<file path="src/rtl/duty_meter_pkg.sv">
// duty_meter_pkg: FSM states and shared constants for duty_cycle_meter.
package duty_meter_pkg;
    typedef enum logic [1:0] {IDLE, ARM, MEAS, DIV} state_t;
    localparam int DIV_STEPS = 7;
    localparam int PCT_W = 7;
    localparam int PCT = 100;
endpackage

</file>
<file path="src/rtl/seq_divider.sv">
// seq_divider: restoring divider, one quotient bit per cycle, start/busy/done handshake.
// The quotient must fit in QW bits; DW must be at least VW+QW-1.
module seq_divider #(
    parameter int DW = 23,
    parameter int VW = 16,
    parameter int QW = 7
) (
    input  logic          clk,
    input  logic          rst_n,
    input  logic          start,
    input  logic          abort,
    input  logic [DW-1:0] dividend,
    input  logic [VW-1:0] divisor,
    output logic          busy,
    output logic          done,
    output logic [QW-1:0] quotient
);
    localparam int CW = $clog2(QW + 1);

    logic [DW-1:0] rem, dsh;
    logic [CW-1:0] cnt;
    logic          ge;

    assign busy = cnt != '0;
    assign ge   = rem >= dsh;

    always_ff @(posedge clk or negedge rst_n)
        if (!rst_n) begin
            rem      <= '0;
            dsh      <= '0;
            cnt      <= '0;
            quotient <= '0;
            done     <= 1'b0;
        end else begin
            done <= busy && cnt == CW'(1) && !abort && !start;
            if (abort)
                cnt <= '0;
            else if (start) begin
                rem      <= dividend;
                dsh      <= DW'(divisor) << (QW - 1);
                quotient <= '0;
                cnt      <= CW'(QW);
            end else if (busy) begin
                rem      <= ge ? rem - dsh : rem;
                quotient <= {quotient[QW-2:0], ge};
                dsh      <= dsh >> 1;
                cnt      <= cnt - CW'(1);
            end
        end
endmodule

</file>
<file path="src/rtl/duty_cycle_meter.sv">
// duty_cycle_meter: measures period, high time and duty percent of an async square wave.
// Define DUTY_CHECK_EN to add the duty_ok window comparator against DUTY +/- TOL.
module duty_cycle_meter
    import duty_meter_pkg::*;
#(
    parameter int CNT_W = 16,
    parameter int DUTY  = 50,
    parameter int TOL   = 5
) (
    input  logic             clk,
    input  logic             rst_n,
    input  logic             enable,
    input  logic             sig_in,
    output logic [CNT_W-1:0] period,
    output logic [CNT_W-1:0] high_time,
    output logic [PCT_W-1:0] duty_pct,
    output logic             dc_valid,
    output logic             overrun,
    output logic             stuck,
    output logic             stuck_level
`ifdef DUTY_CHECK_EN
    ,
    output logic             duty_ok
`endif
);
    localparam int DW = CNT_W + PCT_W;
    localparam logic [CNT_W-1:0] SAT_M1 = {{(CNT_W - 1){1'b1}}, 1'b0};

    if (DUTY < 0 || DUTY > PCT || TOL < 0) begin : g_cfg_err
        $error("duty_cycle_meter: DUTY and TOL must be percentages");
    end

    state_t            state, state_d;
    logic [1:0]        rst_sync;
    logic              arst_n;
    logic [2:0]        sh;
    logic              sync, rise, fall;
    logic [CNT_W-1:0]  per_cnt, hi_cnt, cap_per, cap_hi;
    logic [DIV_STEPS-1:0] quo;
    logic              start, restart, clr, load, ovr, sat, abort, div_busy, div_done;

    // Assertion is immediate, release is aligned to clk.
    always_ff @(posedge clk or negedge rst_n)
        if (!rst_n) rst_sync <= '0;
        else rst_sync <= {rst_sync[0], 1'b1};
    assign arst_n = rst_sync[1];

    always_ff @(posedge clk or negedge arst_n)
        if (!arst_n) sh <= '0;
        else sh <= {sh[1:0], sig_in};
    assign sync = sh[1];
    assign rise = sh[1] & ~sh[2];
    assign fall = ~sh[1] & sh[2];

    always_ff @(posedge clk or negedge arst_n)
        if (!arst_n) state <= IDLE;
        else state <= state_d;

    always_comb begin
        state_d = state;
        start   = 1'b0;
        restart = 1'b0;
        clr     = 1'b0;
        load    = 1'b0;
        ovr     = 1'b0;
        sat     = 1'b0;
        abort   = 1'b0;
        if (!enable) begin
            state_d = IDLE;
            clr     = 1'b1;
            abort   = div_busy;
        end else begin
            case (state)
                IDLE: begin
                    clr     = 1'b1;
                    state_d = ARM;
                end
                ARM: if (rise) begin
                    restart = 1'b1;
                    state_d = MEAS;
                end
                MEAS:
                    if (rise) begin
                        start   = 1'b1;
                        restart = 1'b1;
                        state_d = DIV;
                    end else if (per_cnt == SAT_M1) begin
                        sat     = 1'b1;
                        state_d = ARM;
                    end
                DIV: begin
                    // A rise on the completion cycle is a legal minimum-length period.
                    load    = div_done;
                    state_d = div_done ? MEAS : DIV;
                    if (rise) begin
                        restart = 1'b1;
                        start   = div_done;
                        ovr     = !div_done;
                        state_d = div_done ? DIV : state_d;
                    end
                end
                default: state_d = IDLE;
            endcase
        end
    end

    always_ff @(posedge clk or negedge arst_n)
        if (!arst_n) begin
            per_cnt <= '0;
            hi_cnt  <= '0;
        end else if (clr) begin
            per_cnt <= '0;
            hi_cnt  <= '0;
        end else if (restart) begin
            per_cnt <= '0;
            hi_cnt  <= CNT_W'(sync);
        end else if (state == MEAS || state == DIV) begin
            per_cnt <= per_cnt + CNT_W'(per_cnt != '1);
            hi_cnt  <= hi_cnt + CNT_W'(sync && hi_cnt != '1);
        end

    seq_divider #(.DW(DW), .VW(CNT_W), .QW(DIV_STEPS)) u_div (
        .clk      (clk),
        .rst_n    (arst_n),
        .start    (start),
        .abort    (abort),
        .dividend (DW'(hi_cnt) * DW'(PCT)),
        .divisor  (per_cnt + CNT_W'(1)),
        .busy     (div_busy),
        .done     (div_done),
        .quotient (quo)
    );

    always_ff @(posedge clk or negedge arst_n)
        if (!arst_n) begin
            cap_per     <= '0;
            cap_hi      <= '0;
            period      <= '0;
            high_time   <= '0;
            duty_pct    <= '0;
            dc_valid    <= 1'b0;
            overrun     <= 1'b0;
            stuck       <= 1'b0;
            stuck_level <= 1'b0;
        end else begin
            dc_valid <= load;
            overrun  <= ovr;
            if (start) begin
                cap_per <= per_cnt + CNT_W'(1);
                cap_hi  <= hi_cnt;
            end
            if (load) begin
                period    <= cap_per;
                high_time <= cap_hi;
                duty_pct  <= quo;
            end
            if (sat) begin
                stuck       <= 1'b1;
                stuck_level <= sync;
            end else if (!enable || rise || fall)
                stuck <= 1'b0;
        end

`ifdef DUTY_CHECK_EN
    always_ff @(posedge clk or negedge arst_n)
        if (!arst_n) duty_ok <= 1'b0;
        else if (sat) duty_ok <= 1'b0;
        else if (load) duty_ok <= int'(quo) >= DUTY - TOL && int'(quo) <= DUTY + TOL;
`endif
endmodule

</file>
<file path="config.mk">
export PLATFORM = sky130hd
export DESIGN_NAME = duty_cycle_meter
export DESIGN_NICKNAME = d
export VERILOG_FILES = /design/src/rtl/duty_meter_pkg.sv /design/src/rtl/seq_divider.sv /design/src/rtl/duty_cycle_meter.sv
export SDC_FILE = /design/constraint.sdc
export NUM_CORES = 1
export LEC_CHECK = 0
export ABC_AREA = 0
export BUFFER_PORTS_ARGS = -buffer_cell sky130_fd_sc_hd__clkbuf_2
export CORE_MARGIN = 5
export CORE_UTILIZATION = 49
export DETAILED_ROUTE_END_ITERATION = 16
export PLACE_DENSITY = 0.78
export SYNTH_ARGS = -nofsm -noshare
export SYNTH_HDL_FRONTEND = slang
export SYNTH_HIERARCHICAL = 1
export SYNTH_SLANG_ARGS = --single-unit
</file>
<file path="constraint.sdc">
create_clock -name clk -period 7.2 [get_ports clk]
set_input_delay 2.16 -clock clk [delete_from_list [all_inputs] [get_ports clk]]
set_output_delay 2.16 -clock clk [all_outputs]
set_load 0.01 [all_outputs]
</file>
After elaboration in Yosys (flattened, before gate mapping)
Index checks and enable logic that the tools add are counted.
Widths: inputs -> output; s select.

word-level totals
  output and inout port bits = 43
  word-level logic and storage cells = 106
  bits in registers = 171
  input bits = 4

operators by class
  add/subtract/negate cells = 5
  multiplexer cells = 44
  eq/ne operators = 9
  multiply operators = 1
  bitwise operators = 5
  magnitude comparators = 1
  reductions and logical operators = 22

operators with widths
  cell                   number
  $mux 23                5
  $mux 16                6
  $add 16x1->16          2
  $ne 16x16->1 const B   2
  $ge 23x23->1           1
  $sub 23x23->23         1
  $mux 1                 22
  $mul 16x5->21 const B  1
  $add 16x1->16 const B  1
  $eq 16x16->1 const B   1
  $mux 7                 2
  $mux 3                 3
  $reduce_bool 3->1      3
  $mux 2                 4
  $pmux 2 s4             1
  $reduce_bool 2->1      3
  $eq 2x2->1 const B     2
  $logic_and 1x1->1      4
  $logic_not 1->1        4
  $ne 4x4->1 const B     1
  $reduce_and 2->1       2
  $eq 3x1->1 const B     1
  $logic_or 1x1->1       3
  $ne 3x3->1 const B     1
  other kinds (8)        11

Depth between registers and ports, before layout
  word-level depth = 7
  depth in mapped cells = 15
  depth with buffers taken out = 14

Hierarchy
Netlist, hierarchy kept.

modules (own cells, without submodules)
  module            instances  sequential area each (um2)  cells an instance  area each (um2)
  duty_cycle_meter  1          2852.7                      770                6729.0
  seq_divider       1          1401.3                      425                3933.8

Least setup slack after synthesis
Ideal clock, no wire load.

  path kind = input port to flip-flop
  start point = in enable
  end point = reg u_div.rem[10]
  path buffers = 5
  required time = 7075 ps
  path slack = 2488 ps
  setup time = 125 ps
  stages = 12
  data arrival time = 4587 ps
  cell sequence = buf_2 > nand2_1 > or3_1 > inv_2 > buf_2 > buf_2 > clkbuf_1 > inv_1 > a21oi_1 > o21a_4 > buf_6 > mux2_4

between the ends
  cells in the longest elaborated chain, start to end = 3
  elaborated cells on any way between the ends = 7
  those cells by class = 3 x mux; 1 x bitwise; 3 x reduce/logical

RTL lines
  what                         line                    source
  start, declared              duty_cycle_meter.sv:12  input logic enable,
  $mux 1 (*)                   duty_cycle_meter.sv:68  if (!enable) begin
  named net start              duty_cycle_meter.sv:40  logic start, restart, clr, load, ovr, sat, abort, div_busy, div_done;
  $reduce_bool 2->1 (no line)  --
  $reduce_and 3->1 (no line)   --
  end signal, assigned         seq_divider.sv:39       rem <= dividend;
  end signal, assigned         seq_divider.sv:44       rem <= ge ? rem - dsh : rem;
  end, declared                seq_divider.sv:20       logic [DW-1:0] rem, dsh;

Mark *: on every way through the listed nets, which the timed path passes. The rest lies on a longest branch.
A chain may end at the register's enable or synchronous reset.

Worst setup path after layout
  start point = in enable
  end point = reg u_div.rem[5]

between the ends
  cells in the longest elaborated chain, start to end = 3
  elaborated cells on any way between the ends = 7
  those cells by class = 3 x mux; 1 x bitwise; 3 x reduce/logical

RTL lines
  what                                                      line
  $mux 1                                                    duty_cycle_meter.sv:68
  $reduce_bool 2->1 (no line) or $not 1->1 (tied branches)  --
  $reduce_and 3->1 (no line)                                --

Several ways; a longest one is shown, not always the timed one.

==> flow_results.xml <==
<?xml version="1.0" encoding="UTF-8"?>
<metrics>
  <group name="run_status">
    <metric name="outcome" unit="">finished clean</metric>
  </group>
  <group name="global_route">
    <metric name="grt.met1_usage" unit="">0.271</metric>
    <metric name="grt_pass1_wl" unit="um">41800</metric>
    <metric name="grt-busiest-layer" unit="">met2</metric>
    <metric name="groute.layer.met3.usage" unit="">0.0385</metric>
    <metric name="antenna_found_initial" unit="">0</metric>
    <metric name="grtUsageMet2" unit="">0.346</metric>
    <metric name="grt_start_max_net_pins" unit="">83</metric>
    <metric name="via_count_of_the_first_global_routing_pass" unit="">8516</metric>
    <metric name="grt.total_usage" unit="">0.207</metric>
    <metric name="grt_overflow_total" unit="">0</metric>
  </group>
  <group name="cts">
    <metric name="cts_htree_levels" unit="">4</metric>
    <metric name="ctsRootBufferMaster" unit="">clkbuf_16</metric>
    <metric name="cts-resized-gates" unit="">0</metric>
    <metric name="cts_setup_buffers" unit="">0</metric>
    <metric name="clock_latency" unit="ns">0.43</metric>
    <metric name="cts_made_buffers" unit="">17</metric>
    <metric name="cts_tree" unit="">done</metric>
    <metric name="clock_sink_count" unit="">170</metric>
    <metric name="max_clock_buf_depth" unit="">2</metric>
    <metric name="path_clk_slew" unit="ns">0.07</metric>
    <metric name="cts_hold_buf" unit="">0</metric>
  </group>
  <group name="die">
    <metric name="io_pins" unit="">47</metric>
    <metric name="floorplan.die_area" unit="mm2">0.0248</metric>
    <metric name="rows" unit="">54</metric>
    <metric name="design.core.area" unit="mm2">0.0216</metric>
    <metric name="die_height" unit="um">158</metric>
    <metric name="initial_utilization" unit="">0.493</metric>
    <metric name="dieWidth" unit="um">158</metric>
  </group>
  <group name="sta">
    <metric name="final_min_period_over_clock_period" unit="">0.613</metric>
    <metric name="max_slew_margin" unit="">0.179</metric>
    <metric name="clock.fmax" unit="GHz">0.227</metric>
    <metric name="period_needed" unit="ns">4.41</metric>
    <metric name="timing.clock.skew" unit="ns">0.00958</metric>
    <metric name="timing.final.max_slew_violations" unit="">0</metric>
    <metric name="setup_repair_after_global_routing_missed_its_margin" unit="">no</metric>
    <metric name="finalSetupViolCount" unit="">0</metric>
    <metric name="max_slew.worst_pin.slew" unit="ns">1.22</metric>
    <metric name="final_hold_viol_count" unit="">0</metric>
    <metric name="finalSetupTns" unit="ns">0</metric>
    <metric name="postLayoutSetupSlackWorst" unit="ns">2.79</metric>
  </group>
  <group name="route">
    <metric name="wire_per_inst" unit="um">16.6</metric>
    <metric name="via_per_inst" unit="">5.75</metric>
    <metric name="drc_errors" unit="">0</metric>
    <metric name="drt_wl_total" unit="um">25100</metric>
    <metric name="total_via_count_in_the_routed_design" unit="">8671</metric>
    <metric name="first_pass_iteration_count_of_the_detailed_router" unit="">5</metric>
    <metric name="drt_iter0_drc" unit="">581</metric>
    <metric name="postRouteAntennaNets" unit="">0</metric>
  </group>
  <group name="worst_hold_path">
    <metric name="hold_path_class" unit="">register to async pin</metric>
  </group>
  <group name="power_and_ir_drop">
    <metric name="power.combinational.fraction" unit="">0.386</metric>
    <metric name="post-layout-total-power" unit="mW">3.28</metric>
    <metric name="power.share.switching" unit="">0.357</metric>
    <metric name="power_density_relative_to_cell_area" unit="mW/mm2">283</metric>
    <metric name="power.sequential.fraction" unit="">0.352</metric>
    <metric name="max-vdd-ir-drop" unit="V">0.000173</metric>
    <metric name="p_switching" unit="mW">1.17</metric>
    <metric name="leakage" unit="nW">5.78</metric>
    <metric name="cellInternalPower" unit="mW">2.11</metric>
    <metric name="clock_power_share" unit="">0.262</metric>
  </group>
  <group name="yosys">
    <metric name="yosys.area_share.adder" unit="">0.121</metric>
    <metric name="proportion_of_synthesized_chip_area_in_sequential_cells" unit="">0.399</metric>
    <metric name="post_synth.cell_area_avg" unit="um2">8.92</metric>
    <metric name="post_synth_instance_area" unit="mm2">0.0107</metric>
    <metric name="yosys_register_bits" unit="">170</metric>
    <metric name="most_common_flop_cell_mapped_by_yosys" unit="">dfrtp_1</metric>
    <metric name="synth_top_family_by_area" unit="">simple AND/OR/NAND/NOR gates</metric>
    <metric name="count_of_synthesis_stage_warnings_from_yosys" unit="">6</metric>
    <metric name="netlist-cell-type-count" unit="">73</metric>
    <metric name="synth_simple_gate_area_frac" unit="">0.182</metric>
    <metric name="synth_top_area_frac" unit="">0.399</metric>
    <metric name="async_flop_share" unit="">1.00</metric>
    <metric name="syn-instance-count" unit="">1195</metric>
    <metric name="area_fraction_in_compound_gates_after_synthesis" unit="">0.149</metric>
    <metric name="synth_edf_count" unit="">0</metric>
    <metric name="most_area_consuming_cells_after_synthesis" unit="">dfrtp_1, ha_1, nand2_1</metric>
    <metric name="proportion_of_synthesized_area_in_mux_cells" unit="">0.0487</metric>
    <metric name="synth_xor_area_frac" unit="">0.0435</metric>
    <metric name="synth_top_cell_by_area" unit="">dfrtp_1</metric>
  </group>
  <group name="finish">
    <metric name="post_route_cells_drive_above_1_share" unit="">0.0969</metric>
    <metric name="area.growth.synth_to_final" unit="%">8.99</metric>
    <metric name="antennaDiodeCount" unit="">0</metric>
    <metric name="final_core_util" unit="">0.538</metric>
    <metric name="num-nets-final" unit="">1315</metric>
  </group>
  <group name="setup_path">
    <metric name="flop_to_flop_setup_slack" unit="ns">3.08</metric>
    <metric name="path_max_fanout" unit="">82</metric>
    <metric name="worst_r2r_path_depth" unit="">12</metric>
    <metric name="crit-reg2reg-launch" unit="">hi_cnt[1]</metric>
    <metric name="endpoint_kind" unit="">register</metric>
    <metric name="crit-reg2reg-capture" unit="">u_div/rem[22]</metric>
    <metric name="critPathRequiredTime" unit="ns">7.51</metric>
    <metric name="worst-endpoint-arrival" unit="ns">4.72</metric>
    <metric name="path_class" unit="">primary input to register</metric>
    <metric name="critPathLaunchType" unit="">primary input</metric>
  </group>
  <group name="placed_design">
    <metric name="post-place-ws" unit="ns">2.36</metric>
    <metric name="gpl.final_weighted_congestion" unit="">0.928</metric>
    <metric name="io_port_bufs" unit="">46</metric>
    <metric name="dp_hpwl" unit="um">18100</metric>
  </group>
  <group name="job">
    <metric name="timing.max_cap.violations" unit="">0</metric>
  </group>
</metrics>
flip-flops by register name, indices dropped and copies added (netlist names), 16 cells and up:
register	count
u_div/dsh	22
u_div/rem	23
cap_hi	16
cap_per	16
per_cnt	16
high_time	16
period	16
hi_cnt	16
metrics by stage:
stage	std cells	instance area [um2]	hold slack, ns
final	1508	11600	0.218
after global routing	1508	11600	0.247
after global placement	1476	11100	0.221
after floorplan	1196	10700	0.331
after CTS	1508	11600	0.231
after detailed placement	1476	11100	0.225
power groups by stage:
stage	clock network [mW]	registers (mW)	logic, mW
6_report	0.860	1.16	1.27
5_1_grt	0.914	1.17	1.40
4_1_cts	0.873	1.15	1.25
3_5_place_dp	0	1.17	1.24
3_3_place_gp	0	1.16	1.21
2_1_floorplan	0	1.16	1.05
kinds of logic (layout without fill, tap and decap cells):
group | count (synthesis) | after routing
adder cells (fa/ha/maj) | 96 | 96
buffers and inverters | 148 | 180
flip-flops | 170 | 170
multiplexers | 43 | 43
AO/OA/AOI/OAI | 246 | 246
other | 2 | 3
XOR/XNOR | 53 | 53
AND/OR/NAND/NOR | 437 | 437
cell usage in the layout, fill, tap and decap left out, drive strengths merged, types with 13 or more instances in the layout:
cell type,count
xor2,24
nand2,251
mux2,23
mux2i,20
nand4,14
clkbuf,65
a21oi,54
xnor2,29
nor2,51
a21o,20
and3,13
a31oi,19
dfrtp,170
o21ai,81
nor3,22
nand3,35
inv,99
ha,84
how the worst max path moves through the flow:
stage | cells after the start | startpoint | end
floorplan | 0 | rst_sync[1] | cap_hi[0]
global placement | 8 | enable | u_div/rem[3]
detailed placement | 8 | enable | u_div/rem[3]
CTS | 8 | enable | u_div/rem[3]
global route | 8 | enable | u_div/rem[2]
finish | 8 | enable | u_div/rem[5]
cell usage after synthesis (all sizes together) (3+ instances only):
master   count
o21a         5
clkbuf      40
buf         13
a31o         3
and2         5
a41oi        3
a2111oi      5
or4          3
o31a         4
or3          6
a22o         9
and4         6
a21o        20
a211o        4
xnor2       29
dfrtp      170
o31ai        6
a21oi       54
a211oi       7
o21bai       3
nand2b      10
o211ai       9
nand3b       3
mux2i       20
or2          4
inv         95
and3        13
nor2        51
ha          84
o2111ai      3
xor2        24
o21ai       81
mux2        23
nand2      251
nor2b        8
nand3       35
nand4       14
a31oi       19
nor3        22
nor4         4
fa          12
worst max-delay path, cell delays in order:
cell      delay [ns]
clkbuf_2        0.19
nand2_1         0.11
or3_1           0.42
inv_2           0.07
buf_4           0.70
a211o_1         0.24
o21a_4          0.44
mux2_1          0.37
area by class of cell:
| class | count | area [um2] |
|---|---|---|
| fillers | 1918 | 10000 |
| multi-input cells | 878 | 5820 |
| flip-flops and latches | 170 | 4260 |
| clock buffers | 19 | 443 |
| inverters | 95 | 357 |
| well taps | 280 | 350 |
| repair buffers | 53 | 283 |
| clock inverters | 13 | 114 |
routing by layer:
layer / part of all wire / wire length [um]
met2: 0.49 / 12200
met3: 0.060 / 1510
met4: 0.022 / 551
met5: 0 / 0
met1: 0.43 / 10800
(Power assumes the default switching activity.)
